## config.mk

```make
export PLATFORM = sky130hd
export DESIGN_NAME = acc_pingpong_buffer
export DESIGN_NICKNAME = d
export VERILOG_FILES = /design/src/rtl/matrix_accel_pkg.sv /design/src/rtl/acc_lane_adder.sv /design/src/rtl/acc_pingpong_buffer.sv
export SDC_FILE = /design/constraint.sdc
export NUM_CORES = 2
export LEC_CHECK = 0
export BUFFER_PORTS_ARGS = -buffer_cell sky130_fd_sc_hd__clkbuf_2
export CORE_UTILIZATION = 46
export DETAILED_ROUTE_END_ITERATION = 12
export GPL_TIMING_DRIVEN = 0
export PLACE_DENSITY = 0.67
export SYNTH_ARGS = -nofsm -noshare
export SYNTH_HDL_FRONTEND = slang
export SYNTH_SLANG_ARGS = --single-unit
export TNS_END_PERCENT = 10
```

## constraint.sdc

```tcl
create_clock -name clk -period 5 [get_ports clk]
set_clock_uncertainty 0.05 [all_clocks]
set_input_delay 1 -clock clk [delete_from_list [all_inputs] [get_ports clk]]
set_output_delay 1 -clock clk [all_outputs]
set_load 0.05 [all_outputs]
```

## src/rtl/matrix_accel_pkg.sv

```systemverilog
// rtl/matrix_accel_pkg.sv - shared bank-state enum and default sizing for the accumulator buffer
package matrix_accel_pkg;

   // Life cycle of one accumulator bank
   typedef enum logic [1:0] {
      BANK_EMPTY = 2'd0,
      BANK_ACCUM = 2'd1,
      BANK_FULL  = 2'd2
   } bank_state_e;

   localparam int unsigned DEF_LANES     = 16;
   localparam int unsigned DEF_ACC_W     = 24;
   localparam int unsigned DEF_MAX_BEATS = 32;

endpackage

```

## src/rtl/acc_lane_adder.sv

```systemverilog
// rtl/acc_lane_adder.sv - one signed lane add, saturating when ACC_PINGPONG_SAT_EN is defined
module acc_lane_adder #(
   parameter int unsigned ACC_W = 24
) (
   input  logic [ACC_W-1:0] a,
   input  logic [ACC_W-1:0] b,
   output logic [ACC_W-1:0] sum,
   output logic             sat
);

`ifdef ACC_PINGPONG_SAT_EN
   logic [ACC_W:0] ext;

   // Sign-extended add; overflow shows as disagreement of the two top bits
   always_comb begin
      ext = {a[ACC_W-1], a} + {b[ACC_W-1], b};
      sat = 1'b0;
      sum = ext[ACC_W-1:0];
      if (ext[ACC_W] != ext[ACC_W-1]) begin
         sat = 1'b1;
         sum = ext[ACC_W] ? {1'b1, {(ACC_W-1){1'b0}}} : {1'b0, {(ACC_W-1){1'b1}}};
      end
   end
`else
   // Plain two's-complement add, wraps modulo 2^ACC_W
   always_comb begin
      sum = a + b;
      sat = 1'b0;
   end
`endif

endmodule

```

## src/rtl/acc_pingpong_buffer.sv

```systemverilog
// rtl/acc_pingpong_buffer.sv - two-bank ping-pong partial-sum accumulator; ACC_PINGPONG_SAT_EN enables lane saturation
module acc_pingpong_buffer
   import matrix_accel_pkg::*;
#(
   parameter  int unsigned LANES     = DEF_LANES,
   parameter  int unsigned ACC_W     = DEF_ACC_W,
   parameter  int unsigned MAX_BEATS = DEF_MAX_BEATS,
   localparam int unsigned CNT_W     = $clog2(MAX_BEATS) + 1
) (
   input  logic                   clk,
   input  logic                   rst,
   input  logic                   in_valid,
   output logic                   in_ready,
   input  logic [LANES*ACC_W-1:0] in_psum,
   input  logic                   in_last,
   output logic                   out_valid,
   input  logic                   out_ready,
   output logic [LANES*ACC_W-1:0] out_psum,
   output logic [CNT_W-1:0]       out_beats,
   output logic                   out_overrun,
   output logic                   sat_flag
);

   localparam logic [CNT_W-1:0] CNT_MAX = CNT_W'(MAX_BEATS);

   bank_state_e            state_q   [2];
   bank_state_e            state_d   [2];
   logic [LANES*ACC_W-1:0] data_q    [2];
   logic [LANES*ACC_W-1:0] data_d    [2];
   logic [CNT_W-1:0]       count_q   [2];
   logic [CNT_W-1:0]       count_d   [2];
   logic                   overrun_q [2];
   logic                   overrun_d [2];
   logic                   wr_bank_q, wr_bank_d;
   logic                   rd_bank_q, rd_bank_d;
   logic                   sat_q, sat_d;

   logic                   accept;
   logic                   drain;
   logic [LANES*ACC_W-1:0] acc_base;
   logic [LANES*ACC_W-1:0] sum_bus;
   logic [LANES-1:0]       lane_sat;
   logic [CNT_W-1:0]       next_count;

   // Handshake status decoded purely from bank state
   always_comb begin
      in_ready    = (state_q[wr_bank_q] != BANK_FULL);
      out_valid   = (state_q[rd_bank_q] == BANK_FULL);
      out_psum    = data_q[rd_bank_q];
      out_beats   = count_q[rd_bank_q];
      out_overrun = overrun_q[rd_bank_q];
      sat_flag    = sat_q;
      accept      = in_valid && in_ready;
      drain       = out_valid && out_ready;
      // An empty bank adds against zero, which makes the first beat a plain load
      acc_base    = (state_q[wr_bank_q] == BANK_EMPTY) ? '0 : data_q[wr_bank_q];
   end

   for (genvar i = 0; i < LANES; i++) begin : g_lane
      acc_lane_adder #(.ACC_W(ACC_W)) u_lane (
         .a   (acc_base[i*ACC_W +: ACC_W]),
         .b   (in_psum[i*ACC_W +: ACC_W]),
         .sum (sum_bus[i*ACC_W +: ACC_W]),
         .sat (lane_sat[i])
      );
   end

   // Fill and drain act on different banks, so both can update in one cycle
   always_comb begin
      state_d    = state_q;
      data_d     = data_q;
      count_d    = count_q;
      overrun_d  = overrun_q;
      wr_bank_d  = wr_bank_q;
      rd_bank_d  = rd_bank_q;
      sat_d      = sat_q;
      next_count = (state_q[wr_bank_q] == BANK_EMPTY) ? CNT_W'(1) : count_q[wr_bank_q] + CNT_W'(1);

      if (accept) begin
         data_d[wr_bank_q]  = sum_bus;
         count_d[wr_bank_q] = next_count;
         state_d[wr_bank_q] = BANK_ACCUM;
         sat_d              = sat_q | (|lane_sat);
         if (in_last || (next_count == CNT_MAX)) begin
            state_d[wr_bank_q]   = BANK_FULL;
            overrun_d[wr_bank_q] = !in_last;
            wr_bank_d            = !wr_bank_q;
         end
      end

      if (drain) begin
         state_d[rd_bank_q]   = BANK_EMPTY;
         count_d[rd_bank_q]   = '0;
         overrun_d[rd_bank_q] = 1'b0;
         rd_bank_d            = !rd_bank_q;
      end
   end

   // State registers; reset discards any partial or pending tile
   always_ff @(posedge clk) begin
      if (rst) begin
         for (int b = 0; b < 2; b++) begin
            state_q[b]   <= BANK_EMPTY;
            data_q[b]    <= '0;
            count_q[b]   <= '0;
            overrun_q[b] <= 1'b0;
         end
         wr_bank_q <= 1'b0;
         rd_bank_q <= 1'b0;
         sat_q     <= 1'b0;
      end else begin
         state_q   <= state_d;
         data_q    <= data_d;
         count_q   <= count_d;
         overrun_q <= overrun_d;
         wr_bank_q <= wr_bank_d;
         rd_bank_q <= rd_bank_d;
         sat_q     <= sat_d;
      end
   end

endmodule

```

# After elaboration in Yosys (flattened, before gate mapping)
# Cells that the tools add are included.
# word_totals
regBits	788
in_bits	389
out_inout_bits	394
# op_classes
n_addsub	17
order_cmp	4
eq_ne	3
muxes	48
bitwise_logic	14
reduce_logical	10
# ops
op	count
two-way mux 384 bit	8
bitwise mux 768 bit	1
adder 24 bit	16
demux 384 bit (select 1 bit)	1
two-way mux 6 bit	9
two-way mux 12 bit	2
two-way mux 2 bit	11
AND 12 bit	1
bitwise mux 12 bit	1
demux 6 bit (select 1 bit)	2
two-way mux 4 bit	3
NOT 12 bit	1
adder 6 x 1 -> 6 bit (second input constant)	1
AND 2 bit	3
equality test 6 bit (second input constant)	1
NOT 2 bit	3
two-way mux 1 bit	5
AND 4 bit	1
demux 2 bit (select 1 bit)	2
greater-or-equal comparator 2 bit (second input constant)	2
logical AND 1 bit	4
< comparator 2 x 1 -> 1 bit (second input constant)	2
NOT 1 -> 2 bit	2
NOT 4 bit	1
9 further kinds	13

# Longest topological paths before layout
# logic_depth
word_depth	12
ltp_mapped	18

# Cells and area by module
# Synthesis repeated with hierarchy kept, for this count alone.
# hier_totals
hier_cells	7565
area_unflattened_um2	57786.7
# modules_own_cells
module	n_inst	cells_each	area_each_um2	seq_area_each_um2
acc_pingpong_buffer	1	4763	37543.5	15795.1
acc_lane_adder at g_lane[3].u_lane ...	7	183	1298.7	0.0
acc_lane_adder at g_lane[10].u_lane ...	7	168	1238.7	0.0
acc_lane_adder at g_lane[2].u_lane	1	170	1249.9	0.0
acc_lane_adder at g_lane[0].u_lane	1	175	1231.2	0.0

# Worst setup path after synthesis
# No wires, ideal clock.
# synth_path
path_type	register to register
startpoint	register wr_bank_q
endpoint	register data_q[238] in the netlist's numbering
t_arrival_ns	4.505
required_time_ns	4.828
path_slack_ns	0.323
path_stages_with_launch	18
path_buffers	5
synth_period_minus_slack_ns	4.677
path_cell_list	dfxtp_1 buf_2 o32ai_2 clkbuf_1 clkbuf_1 clkbuf_1 buf_2 nor2_1 ha_1 fa_1 a21oi_1 o211ai_1 a311o_1 a31o_2 nor2b_1 o41a_1 nor4b_1 a311o_1
# synth_via
elab_chain_cells	8
# synth_lines
element	line_no	rtl
from (decl)	acc_pingpong_buffer.sv:34	logic wr_bank_q, wr_bank_d;
from (signal assigned)	acc_pingpong_buffer.sv:116	wr_bank_q <= wr_bank_d;
NOT 1 -> 2 bit (implied by the code) *	acc_pingpong_buffer.sv:47, acc_pingpong_buffer.sv:56, acc_pingpong_buffer.sv:80	
two-way mux 2 bit (implied by the code) (3 in a row)	acc_pingpong_buffer.sv:47, acc_pingpong_buffer.sv:56	
logical NOT 2 bit	acc_pingpong_buffer.sv:56	acc_base = (state_q[wr_bank_q] == BANK_EMPTY) ? '0 : data_q[wr_bank_q];
two-way mux 384 bit	acc_pingpong_buffer.sv:56	
adder 24 bit	acc_lane_adder.sv:27	sum = a + b;
bitwise mux 768 bit	acc_pingpong_buffer.sv:80	data_d[wr_bank_q] = sum_bus;
to (signal assigned)	acc_pingpong_buffer.sv:113	data_q <= data_d;
to (decl)	acc_pingpong_buffer.sv:28	logic [LANES*ACC_W-1:0] data_q [2];
# Mark *: on every way between the ends. The rest lies on a longest branch, timed or not. The select of a mux whose other input is x is not followed.
# A chain may end at the register's enable or synchronous reset.

# Worst setup path after layout
# layout_path
startpoint	register wr_bank_q
endpoint	register data_q[500] in the netlist's numbering
# The elaborated chain is that of the path after synthesis.

==> flow_summary.json <==
{
  "final_common_cell": "nand2_1",
  "syn_nets": 7916,
  "drc_errors": 0,
  "clkSinkCount": 788,
  "initial_core_util_pct": 46.5,
  "cts_tree": "done",
  "violations": "capacitance limit, slew limit",
  "synth_edf_count": 0,
  "final_cells": 9749,
  "min_path_type": "reg2reg",
  "cts_buffers": 95,
  "insertion_delay_ns": 0.74,
  "min-delay-start": "data_q[608]$_SDFFE_PP0P_",
  "yosysTopAreaCellShare_pct": 28.2,
  "area_delta_synth_final_pct": 17.4,
  "async_reset_ff_share_pct": 0,
  "cellLeakagePower_nw": 27.6,
  "dr.pass1.iters": 6,
  "synth.distinct_cells": 87,
  "yosys_warnings": 0,
  "dp_hpwl_um": 195000,
  "powerDensity_nw_per_um2": 350,
  "critical_path_class": "reg2reg",
  "yosysTopAreaCell": "dfxtp_1",
  "maxCapViolations": 9,
  "synthCells": 7142,
  "worst_r2r_startpoint": "wr_bank_q$_SDFFE_PP0P_",
  "place_inst": 9535,
  "grtUsageTotal_pct": 40.4,
  "utilization_pct": 54.6,
  "whs_ns": 0.414,
  "clock.fmax_mhz": 201,
  "min_period_over_period_pct": 99.3,
  "cp.arrival_ns": 5.58,
  "critPathTopFamily": "buffers and inverters",
  "fill_cells": 11700,
  "hold_viol": 0,
  "crit_path_max_fanout": 10,
  "die_h_um": 351,
  "grt_pass1_vias": 55700,
  "cp.required_ns": 5.61,
  "wirelength_um": 262000,
  "root_buffer": "clkbuf_16",
  "setup_viol": 0,
  "synth_top_flop_cell": "dfxtp_1",
  "drtIter0Drc": 7177,
  "cts_buffer_depth": 3,
  "critPathBufInv": 5,
  "post_drt_wl_per_cell_um": 26.8,
  "yosys-top-cells-area": "dfxtp_1, ha_1, mux2_2",
  "postSynthAreaPerCell_sq_um": 7.84,
  "max-vdd-ir-drop_uv": 322,
  "grt_max_degree": 20,
  "slew_viol_final": 99,
  "finalSetupTns_ns": 0,
  "status": "finished with violations",
  "overflow": 0,
  "grt_antenna_before_repair": 58,
  "hold_end": "data_q[608]$_SDFFE_PP0P_",
  "die_w_um": 351,
  "cp_cell_sequence": "clkbuf_4 -> nor2b_1 -> nand2_1 -> clkbuf_1 -> clkbuf_1 -> clkbuf_1 -> clkbuf_1 -> nand3_1 -> nand3_1",
  "layout_common_cells": "nand2_1, a21oi_1, clkbuf_2",
  "path_clk_slew_ns": 0.06,
  "slowest_stage": "clkbuf_1",
  "synth_seq_cells": 788,
  "reg2regPathDepth": 9,
  "h-tree-depth": 3,
  "layout-drive-gt1-share_pct": 18.3,
  "io_pins": 783,
  "slew_headroom_pct": -7.61,
  "whs_path_depth": 2,
  "setup_slack_ns": 0.0339,
  "tightest_slew_ns": 1.61,
  "via_per_inst": 6.19,
  "cts_hold_buffers": 0,
  "period_minus_slack_ns": 4.97,
  "coreArea_sq_um": 120000,
  "fin_nets": 8797,
  "rsz0062_at_grt": "true",
  "ys_seq_area_share_pct": 28.2,
  "port_buffers": 780,
  "synth_area_sq_um": 56000,
  "place_ws_ns": -3.16,
  "cp-end-kind": "register",
  "grt_pass1_wl_um": 367000,
  "place_congestion": 0.986,
  "startpoint_type": "register",
  "rows": 127,
  "r2r-end": "data_q[500]$_SDFFE_PP0P_",
  "fp.dieArea_sq_um": 123000,
  "vias": 60400,
  "ant_nets": 0,
  "max_stage_delay_ns": 1.13,
  "cpMostUsedCell": "clkbuf_1",
  "regToRegSetupSlack_ns": 0.03
}
[report_power, final]
group | internal (mW) | total (mW) | leakage (nW) | switching, mW
registers | 6.80 | 7.19 | 6.43 | 0.389
clock network | 4.52 | 7.68 | 1.64 | 3.17
logic | 2.39 | 8.15 | 19.5 | 5.76
[registers in the layout, summed over array words and instances (netlist names)]
name / cells
count_q: 12
data_q: 768
overrun_q: 2
rd_bank_q: 1
state_q: 4
wr_bank_q: 1
[logic make-up (layout without fill, tap and decap cells)]
group | after synthesis | in the layout | share of synthesized area (%)
other cells | 1 | 37 | 0.00670
buf+inv | 564 | 1523 | 3.91
xor+xnor | 281 | 281 | 4.40
mux | 807 | 807 | 15.3
fa+ha+maj | 385 | 385 | 8.82
simple gates | 2569 | 2569 | 20.1
compound gates | 1747 | 1747 | 19.3
flops | 788 | 788 | 28.2
[final cells by class]
class,instances,area [sq um],share of cell area [%]
Multi-Input combinational cell,5790,38100,58.0
Sequential cell,788,15800,24.0
Timing Repair Buffer,786,3960,6.02
Clock buffer,126,2650,4.04
Buffer,475,2070,3.15
Tap cell,1612,2020,3.07
Clock inverter,49,707,1.08
Inverter,87,327,0.497
Antenna cell,36,90.1,0.137
[metrics by stage]
| step | instance area, sq um | total power [mW] |
|---|---|---|
| after floorplan | 56000 | 12.5 |
| after global placement | 61900 | 15.1 |
| after detailed placement | 61900 | 15.1 |
| after CTS | 65600 | 22.8 |
| after global routing | 65700 | 23.7 |
| final | 65700 | 23.0 |
[timing repair]
item,CTS,global route
buffers inserted,3,2
setup endpoints to repair,964,125
resized for setup,79,30
pin swaps,4,2
[how the worst max path moves through the flow]
stage                                      start                        to  depth (start not counted)
final                     wr_bank_q$_SDFFE_PP0P_  data_q[500]$_SDFFE_PP0P_                          9
after global routing      wr_bank_q$_SDFFE_PP0P_  data_q[117]$_SDFFE_PP0P_                         16
after CTS                 wr_bank_q$_SDFFE_PP0P_  data_q[238]$_SDFFE_PP0P_                         18
after detailed placement  wr_bank_q$_SDFFE_PP0P_  data_q[502]$_SDFFE_PP0P_                         17
after global placement    wr_bank_q$_SDFFE_PP0P_  data_q[502]$_SDFFE_PP0P_                         17
after floorplan           wr_bank_q$_SDFFE_PP0P_  data_q[238]$_SDFFE_PP0P_                         17
[layer usage]
layer | routed length [um] | track usage, %
met3 | 27600 | 9.72
met1 | 100000 | 49.7
met5 | 313 | 0
met4 | 20700 | 29.1
met2 | 112000 | 61.6
[worst min-delay path: stages, from the launching register on]
cell	delay (ns)
dfxtp_1	0.31
nand2_1	0.05
a21oi_1	0.05
[cells in the mapped netlist (all sizes together) (34+ instances only)]
| master | number |
|---|---|
| and3 | 56 |
| nand2b | 34 |
| a21o | 153 |
| nor3 | 94 |
| xnor2 | 198 |
| o21bai | 36 |
| o21a | 39 |
| nand2 | 1172 |
| a21oi | 811 |
| nand3 | 240 |
| a211oi | 127 |
| mux2 | 393 |
| inv | 87 |
| clkbuf | 400 |
| dfxtp | 788 |
| buf | 77 |
| o21ai | 259 |
| a31oi | 50 |
| xor2 | 83 |
| nor2 | 681 |
| or4 | 51 |
| mux2i | 414 |
| ha | 369 |
| nand4 | 75 |
Note: power is estimated with default switching activity, not from simulation.
